<file path="src/rtl/serial_add_sequencer_pkg.sv">
// Shared constants and FSM encoding for the nibble-serial add/subtract sequencer.
package serial_add_sequencer_pkg;

  localparam int NIB_W = 4;

  // 2'd3 is never entered; the FSM treats it as IDLE.
  typedef enum logic [1:0] {
    ST_IDLE = 2'd0,
    ST_RUN  = 2'd1,
    ST_DONE = 2'd2,
    ST_RSVD = 2'd3
  } state_e;

endpackage

</file>
<file path="src/rtl/four_bit_adder.sv">
// Gate-level 4-bit ripple-carry adder; the only arithmetic in the sequencer.
module four_bit_adder
  import serial_add_sequencer_pkg::*;
(
  input  logic [NIB_W-1:0] a,
  input  logic [NIB_W-1:0] b,
  input  logic             cin,
  output logic [NIB_W-1:0] sum,
  output logic             cout
);

  logic [NIB_W:0] c;

  assign c[0] = cin;

  for (genvar i = 0; i < NIB_W; i++) begin : g_fa
    assign sum[i]   = a[i] ^ b[i] ^ c[i];
    assign c[i+1]   = (a[i] & b[i]) | (c[i] & (a[i] ^ b[i]));
  end

  assign cout = c[NIB_W];

endmodule

</file>
<file path="src/rtl/serial_add_sequencer.sv">
// WIDTH-bit add/subtract processed one nibble per clock, LSB first, through a
// single shared four_bit_adder; valid/ready on both request and result sides.
module serial_add_sequencer
  import serial_add_sequencer_pkg::*;
#(
  parameter int WIDTH = 16
) (
  input  logic             clk,
  input  logic             rst,
  input  logic             in_valid,
  output logic             in_ready,
  input  logic [WIDTH-1:0] a,
  input  logic [WIDTH-1:0] b,
  input  logic             sub,
  output logic             out_valid,
  input  logic             out_ready,
  output logic [WIDTH-1:0] result,
  output logic             cout,
  output logic             overflow
);

  localparam int NIB   = WIDTH / NIB_W;
  localparam int IDX_W = (NIB > 1) ? $clog2(NIB) : 1;
  localparam logic [IDX_W-1:0] IDX_LAST = IDX_W'(NIB - 1);

  if ((WIDTH % NIB_W) != 0 || WIDTH < 8) begin : g_bad_width
    $error("serial_add_sequencer: WIDTH must be a multiple of 4 and >= 8");
  end

  state_e state_q, state_d;

  // Operands and result viewed as nibble arrays so idx selects a lane directly.
  logic [NIB-1:0][NIB_W-1:0] a_q, a_d;
  logic [NIB-1:0][NIB_W-1:0] b_q, b_d;
  logic [NIB-1:0][NIB_W-1:0] res_q, res_d;
  logic [IDX_W-1:0]          idx_q, idx_d;
  logic                      carry_q, carry_d;
  logic                      cout_q, cout_d;
  logic                      ovf_q, ovf_d;

  logic [NIB_W-1:0] nib_a, nib_b, nib_sum;
  logic             nib_cout;

  assign nib_a = a_q[idx_q];
  assign nib_b = b_q[idx_q];

  four_bit_adder u_adder (
    .a    (nib_a),
    .b    (nib_b),
    .cin  (carry_q),
    .sum  (nib_sum),
    .cout (nib_cout)
  );

  assign in_ready  = (state_q == ST_IDLE) || (state_q == ST_RSVD);
  assign out_valid = (state_q == ST_DONE);
  assign result    = res_q;
  assign cout      = cout_q;
  assign overflow  = ovf_q;

  always_comb begin
    state_d = state_q;
    a_d     = a_q;
    b_d     = b_q;
    res_d   = res_q;
    idx_d   = idx_q;
    carry_d = carry_q;
    cout_d  = cout_q;
    ovf_d   = ovf_q;

    case (state_q)
      ST_RUN: begin
        res_d[idx_q] = nib_sum;
        carry_d      = nib_cout;
        if (idx_q == IDX_LAST) begin
          state_d = ST_DONE;
          cout_d  = nib_cout;
          // Operands share a sign but the result's sign differs.
          ovf_d   = (nib_a[NIB_W-1] == nib_b[NIB_W-1]) &&
                    (nib_sum[NIB_W-1] != nib_a[NIB_W-1]);
        end else begin
          idx_d = idx_q + IDX_W'(1);
        end
      end

      ST_DONE: begin
        if (out_ready) state_d = ST_IDLE;
      end

      default: begin
        state_d = ST_IDLE;
        if (in_valid) begin
          // Subtract is A + ~B + 1: invert B once here, inject the +1 as carry-in.
          a_d     = a;
          b_d     = b ^ {WIDTH{sub}};
          carry_d = sub;
          idx_d   = '0;
          res_d   = '0;
          state_d = ST_RUN;
        end
      end
    endcase
  end

  always_ff @(posedge clk or posedge rst) begin
    if (rst) begin
      state_q <= ST_IDLE;
      a_q     <= '0;
      b_q     <= '0;
      res_q   <= '0;
      idx_q   <= '0;
      carry_q <= 1'b0;
      cout_q  <= 1'b0;
      ovf_q   <= 1'b0;
    end else begin
      state_q <= state_d;
      a_q     <= a_d;
      b_q     <= b_d;
      res_q   <= res_d;
      idx_q   <= idx_d;
      carry_q <= carry_d;
      cout_q  <= cout_d;
      ovf_q   <= ovf_d;
    end
  end

endmodule

</file>
<file path="config.mk">
export PLATFORM = sky130hd
export DESIGN_NAME = serial_add_sequencer
export DESIGN_NICKNAME = d
export VERILOG_FILES = /design/src/rtl/serial_add_sequencer_pkg.sv /design/src/rtl/four_bit_adder.sv /design/src/rtl/serial_add_sequencer.sv
export SDC_FILE = /design/constraint.sdc
export NUM_CORES = 1
export LEC_CHECK = 0
export ABC_AREA = 0
export BUFFER_PORTS_ARGS = -buffer_cell sky130_fd_sc_hd__buf_2
export CAP_MARGIN = 0
export CELL_PAD_IN_SITES_DETAIL_PLACEMENT = 0
export CELL_PAD_IN_SITES_GLOBAL_PLACEMENT = 2
export CORE_UTILIZATION = 36
export DETAILED_ROUTE_END_ITERATION = 6
export GPL_TIMING_DRIVEN = 0
export PLACE_DENSITY = 0.9
export RECOVER_POWER = 25
export SYNTH_ARGS = -nofsm -noshare
export SYNTH_HDL_FRONTEND = slang
export SYNTH_SLANG_ARGS = --single-unit
export TNS_END_PERCENT = 1
</file>
<file path="constraint.sdc">
create_clock -name clk -period 4.61 [get_ports clk]
set_clock_uncertainty 0.1 [all_clocks]
set_input_delay 0.922 -clock clk [delete_from_list [all_inputs] [get_ports clk]]
set_output_delay 0.922 -clock clk [all_outputs]
set_load 0.01 [all_outputs]
</file>
* Word-level counts from Yosys, hierarchy flattened *
Cells that the tools add are included.
Widths: inputs -> output; s select.

word-level totals
  register bits = 55
  input bits = 37
  output and inout bits = 20
  logic and storage cells = 81

operators by class
  add/sub/neg operators = 1
  $lt $le $gt $ge = 2
  equality and inequality tests = 9
  muxes and demuxes = 18
  bitwise operators = 23
  reductions and logical operators = 11

operators by type and width
  operator             number
  $pmux 16 s2          1
  $bmux 4 s2           2
  $bwmux 16            1
  $mux 16              1
  $xor 16x16->16       1
  $mux 4               3
  $and 1x1->1          8
  $demux 4 s2          1
  $mux 2               4
  $pmux 2 s2           2
  $reduce_and 2->1     4
  $xor 1x1->1          8
  $eq 2x2->1 const B   3
  $ne 2x2->1 const B   2
  $or 1x1->1           4
  $lt 2x3->1 const B   1
  $reduce_and 3->1     1
  $add 2x1->2 const B  1
  $eq 2x1->1 const B   1
  $ge 2x1->1 const B   1
  $logic_and 1x1->1    2
  $logic_not 2->1      1
  $mux 1               2
  $ne 2x1->1 const B   1
  7 further kinds      8

* Longest topological paths before layout *
  depth after elaboration = 12
  mapped depth = 13
  gate-level depth less buffers = 12

* Cells and area by module *
Synthesis repeated with hierarchy kept, for this count alone.

unflattened totals
  cells, all modules = 216
  area total of the unflattened synthesis = 2701.3 µm²

modules (own cells, without submodules)
  module                instances  cells each  area each (µm²)  sequential area each (µm²)
  serial_add_sequencer  1          202         2583.7           1376.3
  four_bit_adder        1          14          117.6            0.0

* Least setup slack after synthesis *
No wires, ideal clock.

  path kind = register to register
  start = reg idx_q[0]
  end = reg res_q, in the netlist result[11]
  setup time = 0.121 ns
  arrival = 3.017 ns
  data required time = 4.389 ns
  slack = 1.372 ns
  cell stages (with the launch flop) = 14
  path buffers = 1
  cells stage by stage = dfrtp_1 -> buf_4 -> mux4_2 -> inv_1 -> fa_1 -> inv_1 -> fa_1 -> inv_1 -> fa_1 -> inv_1 -> fa_1 -> nor2b_1 -> mux2_2 -> a22o_1

on the way
  word-level cells in the longest chain between the ends = 12
  elaborated cells between the ends (all ways) = 25

ends and longest elaborated chain
  what                                  RTL line                                                RTL
  from (decl)                           serial_add_sequencer.sv:36                              logic [IDX_W-1:0] idx_q, idx_d;
  from (signal assigned)                serial_add_sequencer.sv:120                             idx_q <= idx_d;
  $bmux 4 s2, on equally long branches  serial_add_sequencer.sv:44, serial_add_sequencer.sv:45
  $mux 4, on equally long branches      serial_add_sequencer.sv:44, serial_add_sequencer.sv:45
  $xor 1x1->1                           four_bit_adder.sv:18                                    assign c[i+1] = (a[i] & b[i]) | (c[i] & (a[i] ^ b[i]));
  $and 1x1->1                           four_bit_adder.sv:18
  $or 1x1->1                            four_bit_adder.sv:18
  $and 1x1->1                           four_bit_adder.sv:18
  $or 1x1->1                            four_bit_adder.sv:18
  $and 1x1->1                           four_bit_adder.sv:18
  $or 1x1->1                            four_bit_adder.sv:18
  $xor 1x1->1                           four_bit_adder.sv:17                                    assign sum[i] = a[i] ^ b[i] ^ c[i];
  $bwmux 16 *                           serial_add_sequencer.sv:73                              res_d[idx_q] = nib_sum;
  $pmux 16 s2 *                         serial_add_sequencer.sv:71                              case (state_q)
  to (signal assigned)                  serial_add_sequencer.sv:119                             res_q <= res_d;
  to (decl)                             serial_add_sequencer.sv:35                              logic [NIB-1:0][NIB_W-1:0] res_q, res_d;

Every way passes the cells marked *; elsewhere a longest branch is shown, timed or not. The select of a mux whose other input is x is not followed.
A chain may end at the register's enable or synchronous reset.

* Worst setup path after layout *
Ends and elaborated chain as after synthesis.

==> run_summary.xml <==
<?xml version="1.0" encoding="UTF-8"?>
<metrics>
  <group name="status">
    <metric name="run_status" unit="">finished, violations left</metric>
    <metric name="violations_in_the_final_reports" unit="">max-capacitance violations, max-slew violations</metric>
  </group>
  <group name="yosys">
    <metric name="cell_with_the_most_instances_after_synthesis" unit="">sky130_fd_sc_hd__dfrtp_1</metric>
    <metric name="synth.largest_area_cell" unit="">sky130_fd_sc_hd__dfrtp_1</metric>
    <metric name="synth-async-reset-ratio" unit="">1.00</metric>
    <metric name="synth.yosys.seq_area_share" unit="">0.491</metric>
    <metric name="synth_area_per_cell" unit="µm²">12.5</metric>
    <metric name="post_synth_inst_count" unit="">224</metric>
    <metric name="yosys_warnings" unit="">0</metric>
    <metric name="netlist_top_cells_count" unit="">55 x sky130_fd_sc_hd__dfrtp_1, 33 x sky130_fd_sc_hd__mux2_2, 20 x sky130_fd_sc_hd__nand2_1</metric>
    <metric name="yosys-top-cells-area" unit="">sky130_fd_sc_hd__dfrtp_1 49%, sky130_fd_sc_hd__mux2_2 13%, sky130_fd_sc_hd__mux4_2 6.4%</metric>
    <metric name="netlist-cell-type-count" unit="">25</metric>
    <metric name="netlist.area_leader.share" unit="">0.491</metric>
    <metric name="synth_edf_count" unit="">0</metric>
    <metric name="netlist_area" unit="µm²">2810</metric>
    <metric name="synth-seq-cells" unit="">55</metric>
    <metric name="synth_nets" unit="">272</metric>
    <metric name="dominantRegCellSynth" unit="">sky130_fd_sc_hd__dfrtp_1</metric>
  </group>
  <group name="sta">
    <metric name="finalMaxSlewViolations" unit="">31</metric>
    <metric name="report.final.hold_viol_count" unit="">0</metric>
    <metric name="final_hold_slack" unit="ns">0.385</metric>
    <metric name="rsz0062_at_grt" unit="">no</metric>
    <metric name="final.min_clock_period" unit="ns">3.53</metric>
    <metric name="fmax" unit="MHz">283</metric>
    <metric name="worst_slew_pin_slew" unit="ns">1.65</metric>
    <metric name="slew_headroom" unit="">-0.0984</metric>
    <metric name="timing.final.crit_share" unit="">0.766</metric>
    <metric name="tns" unit="ns">0</metric>
    <metric name="setup-violations-final" unit="">0</metric>
  </group>
  <group name="worst_setup_path">
    <metric name="cp_top_family" unit="">adder cells</metric>
    <metric name="crit-reg2reg-launch" unit="">idx_q[0]$_DFFE_PP0P_</metric>
    <metric name="worstPathMaxFanout" unit="">10</metric>
    <metric name="worstRegToRegCells" unit="">13</metric>
    <metric name="startpoint_type" unit="">flop</metric>
    <metric name="critical_path.reg2reg.endpoint" unit="">result[11]$_DFFE_PP0P_</metric>
    <metric name="cp.arrival" unit="ns">3.63</metric>
    <metric name="cp.buffers_inverters" unit="">5</metric>
    <metric name="critPathSlowestCell" unit="">sky130_fd_sc_hd__mux4_2</metric>
    <metric name="timing.critical_path.cells" unit="">buf_4 -&gt; mux4_2 -&gt; inv_1 -&gt; fa_1 -&gt; inv_1 -&gt; fa_1 -&gt; inv_1 -&gt; fa_1 -&gt; inv_1 -&gt; fa_1 -&gt; nor2b_1 -&gt; mux2_2 -&gt; a22o_1</metric>
    <metric name="end_kind" unit="">flop</metric>
    <metric name="rrSetupSlack" unit="ns">1.08</metric>
    <metric name="worst_path_largest_cell_delay" unit="ns">0.54</metric>
    <metric name="critical_path_data_required_time" unit="ns">4.71</metric>
    <metric name="worst_setup_path_class" unit="">flop to flop</metric>
  </group>
  <group name="final_layout">
    <metric name="area_of_all_placed_cells_without_fillers" unit="µm²">3290</metric>
    <metric name="antenna_cells" unit="">0</metric>
    <metric name="finalNonFillerCells" unit="">387</metric>
    <metric name="final-seq-area" unit="µm²">1380</metric>
    <metric name="finalCoreUtilization" unit="">0.445</metric>
    <metric name="syn2layout_area_growth" unit="%">17.4</metric>
    <metric name="multiInputGateArea" unit="µm²">1300</metric>
    <metric name="num-fill-cells" unit="">717</metric>
    <metric name="layout-drive-gt1-share" unit="">0.399</metric>
    <metric name="nets" unit="">335</metric>
  </group>
  <group name="die">
    <metric name="ioPinCount" unit="">57</metric>
    <metric name="dieHeight" unit="µm">90.3</metric>
    <metric name="start_util" unit="">0.379</metric>
    <metric name="core_area" unit="µm²">7410</metric>
    <metric name="dieArea" unit="µm²">8150</metric>
    <metric name="placement_rows" unit="">31</metric>
    <metric name="die_width" unit="µm">90.3</metric>
  </group>
  <group name="power">
    <metric name="sequentialPowerShare" unit="">0.350</metric>
    <metric name="switching_power" unit="µW">899</metric>
    <metric name="clock_power_share" unit="">0.114</metric>
    <metric name="power.density_cell_area" unit="nW/µm²">703</metric>
    <metric name="p_comb_frac" unit="">0.536</metric>
    <metric name="netSwitchingFraction" unit="">0.388</metric>
    <metric name="power.ir.vdd_worst" unit="mV">0.223</metric>
    <metric name="power.internal" unit="mW">1.42</metric>
    <metric name="leakage" unit="nW">1.57</metric>
  </group>
  <group name="clock_tree">
    <metric name="clk_path_buf_depth" unit="">2</metric>
    <metric name="cts.repair.resized" unit="">0</metric>
    <metric name="clock-sinks" unit="">55</metric>
    <metric name="post_cts_hold_buffer_count" unit="">0</metric>
    <metric name="cts-htree-levels" unit="">2</metric>
    <metric name="clk_pin_slew" unit="ns">0.11</metric>
    <metric name="tritoncts_clock_tree" unit="">built</metric>
    <metric name="clock-root-buffer" unit="">sky130_fd_sc_hd__clkbuf_8</metric>
    <metric name="clk-insertion-delay-late" unit="ns">0.31</metric>
    <metric name="cts-buffers-inserted" unit="">5</metric>
    <metric name="postCtsSetupRepairBufs" unit="">0</metric>
  </group>
  <group name="global_route">
    <metric name="grt_pass1_vias" unit="">2011</metric>
    <metric name="grt_overflow_total" unit="">0</metric>
    <metric name="initial_antenna_violation_count" unit="">0</metric>
    <metric name="grt_pass1_wl" unit="µm">9800</metric>
    <metric name="grt_max_degree" unit="">31</metric>
    <metric name="grt_util_all_layers" unit="">0.152</metric>
  </group>
  <group name="drt">
    <metric name="post-route-drc-count" unit="">0</metric>
    <metric name="totalWireLength" unit="µm">5680</metric>
    <metric name="ant_nets" unit="">0</metric>
    <metric name="routed_via_density" unit="">4.83</metric>
    <metric name="detailedRoute.firstIterationViolations" unit="">84</metric>
    <metric name="detailedRoute.firstPassIterationCount" unit="">5</metric>
    <metric name="dr_total_vias" unit="">1870</metric>
    <metric name="wl_per_instance" unit="µm">14.7</metric>
  </group>
  <group name="min_path">
    <metric name="hold_depth" unit="">2</metric>
    <metric name="worstHoldPathType" unit="">flop to flop</metric>
    <metric name="timing.hold.worst_endpoint" unit="">b_q[0]$_DFFE_PP0P_</metric>
    <metric name="hold_path.startpoint" unit="">b_q[0]$_DFFE_PP0P_</metric>
  </group>
  <group name="place">
    <metric name="detailed_place.area" unit="µm²">3220</metric>
    <metric name="place_hpwl" unit="µm">4270</metric>
    <metric name="placement.io_buffers" unit="">55</metric>
    <metric name="placed_cells" unit="">379</metric>
    <metric name="global_placement_routability_congestion" unit="">0.698</metric>
  </group>
  <group name="job">
    <metric name="drv.max_cap_violation_count" unit="">1</metric>
  </group>
</metrics>
sequential cells by signal (all words and copies together), names as in the netlist:
name      flops
idx_q         2
b_q          16
result       16
a_q          16
overflow      1
carry_q       1
cout          1
state_q       2
power groups by stage:
| stage | clock, mW | sequential [mW] | combinational (mW) |
|---|---|---|---|
| after CTS | 0.272 | 0.815 | 1.26 |
| after floorplan | 0 | 0.813 | 0.926 |
| final | 0.264 | 0.812 | 1.24 |
| after global placement | 0 | 0.811 | 1.23 |
| after global routing | 0.294 | 0.840 | 1.40 |
| after detailed placement | 0 | 0.825 | 1.26 |
through the flow:
step / total power, mW / setup WS (ns)
global placement: 2.04 / 1.12
global route: 2.53 / 0.837
floorplan: 1.74 / 1.37
detailed placement: 2.08 / 1.09
CTS: 2.35 / 1.07
finish: 2.32 / 1.08
logic make-up (layout without fill, tap and decap cells):
| group | after synthesis | count (layout) | synth area share |
|---|---|---|---|
| AND/OR/NAND/NOR | 28 | 28 | 0.0437 |
| adder cells (fa/ha/maj) | 11 | 11 | 0.0598 |
| flip-flops | 55 | 55 | 0.491 |
| multiplexers | 42 | 42 | 0.200 |
| XOR/XNOR | 17 | 17 | 0.0531 |
| buffers and inverters | 28 | 92 | 0.0455 |
| AO/OA/AOI/OAI | 43 | 43 | 0.107 |
worst register-to-register path: cells and delay by family (launching register included):
family / cells / cell delay [ns]
AND/OR/NAND/NOR: 1 / 0.19
AO/OA/AOI/OAI: 1 / 0.17
flip-flops: 1 / 0.45
buffers and inverters: 5 / 0.55
multiplexers: 2 / 0.83
adder cells (fa/ha/maj): 4 / 1.16
how the worst max path moves through the flow:
stage / startpoint / to / depth (start not counted)
CTS: idx_q[0]$_DFFE_PP0P_ / result[11]$_DFFE_PP0P_ / 13
finish: idx_q[0]$_DFFE_PP0P_ / result[11]$_DFFE_PP0P_ / 13
floorplan: idx_q[0]$_DFFE_PP0P_ / result[11]$_DFFE_PP0P_ / 13
global placement: idx_q[0]$_DFFE_PP0P_ / result[11]$_DFFE_PP0P_ / 13
detailed placement: idx_q[0]$_DFFE_PP0P_ / result[11]$_DFFE_PP0P_ / 13
global route: idx_q[0]$_DFFE_PP0P_ / result[11]$_DFFE_PP0P_ / 13
layer usage:
metal | GRT usage | vias up | part of all wire
met2 | 0.265 | 51 | 0.49
met5 | 0 | - | 0
met3 | 0.0311 | 6 | 0.039
li1 | - | 903 | -
met1 | 0.195 | 910 | 0.46
met4 | 0.0363 | 0 | 0.010
cells in the final DEF (no fill, tap or decap), drive strengths merged:
cell type | Yosys | final
inv | 14 | 14
dfrtp | 55 | 55
clkinv | 0 | 1
o21ai | 19 | 19
clkbuf | 5 | 12
mux2i | 1 | 1
a21oi | 2 | 2
xnor2 | 17 | 17
and3b | 1 | 1
o21bai | 1 | 1
mux2 | 33 | 33
nor2b | 3 | 3
buf | 9 | 64
or3 | 1 | 1
mux4 | 8 | 8
fa | 4 | 4
nor2 | 2 | 2
a22o | 18 | 18
o31ai | 1 | 1
clkinvlp | 0 | 1
o22ai | 1 | 1
nand2 | 20 | 20
ha | 7 | 7
o21a | 1 | 1
nand2b | 1 | 1
final cells by class:
type,instances,area share
plain buffers,14,0.0228
clock buffers,6,0.0220
clock inverters,2,0.00380
inverters,14,0.0160
multi-input cells,141,0.395
flip-flops and latches,55,0.418
well taps,99,0.0376
repair buffers,56,0.0847
Power figures use the tool's default switching activity.
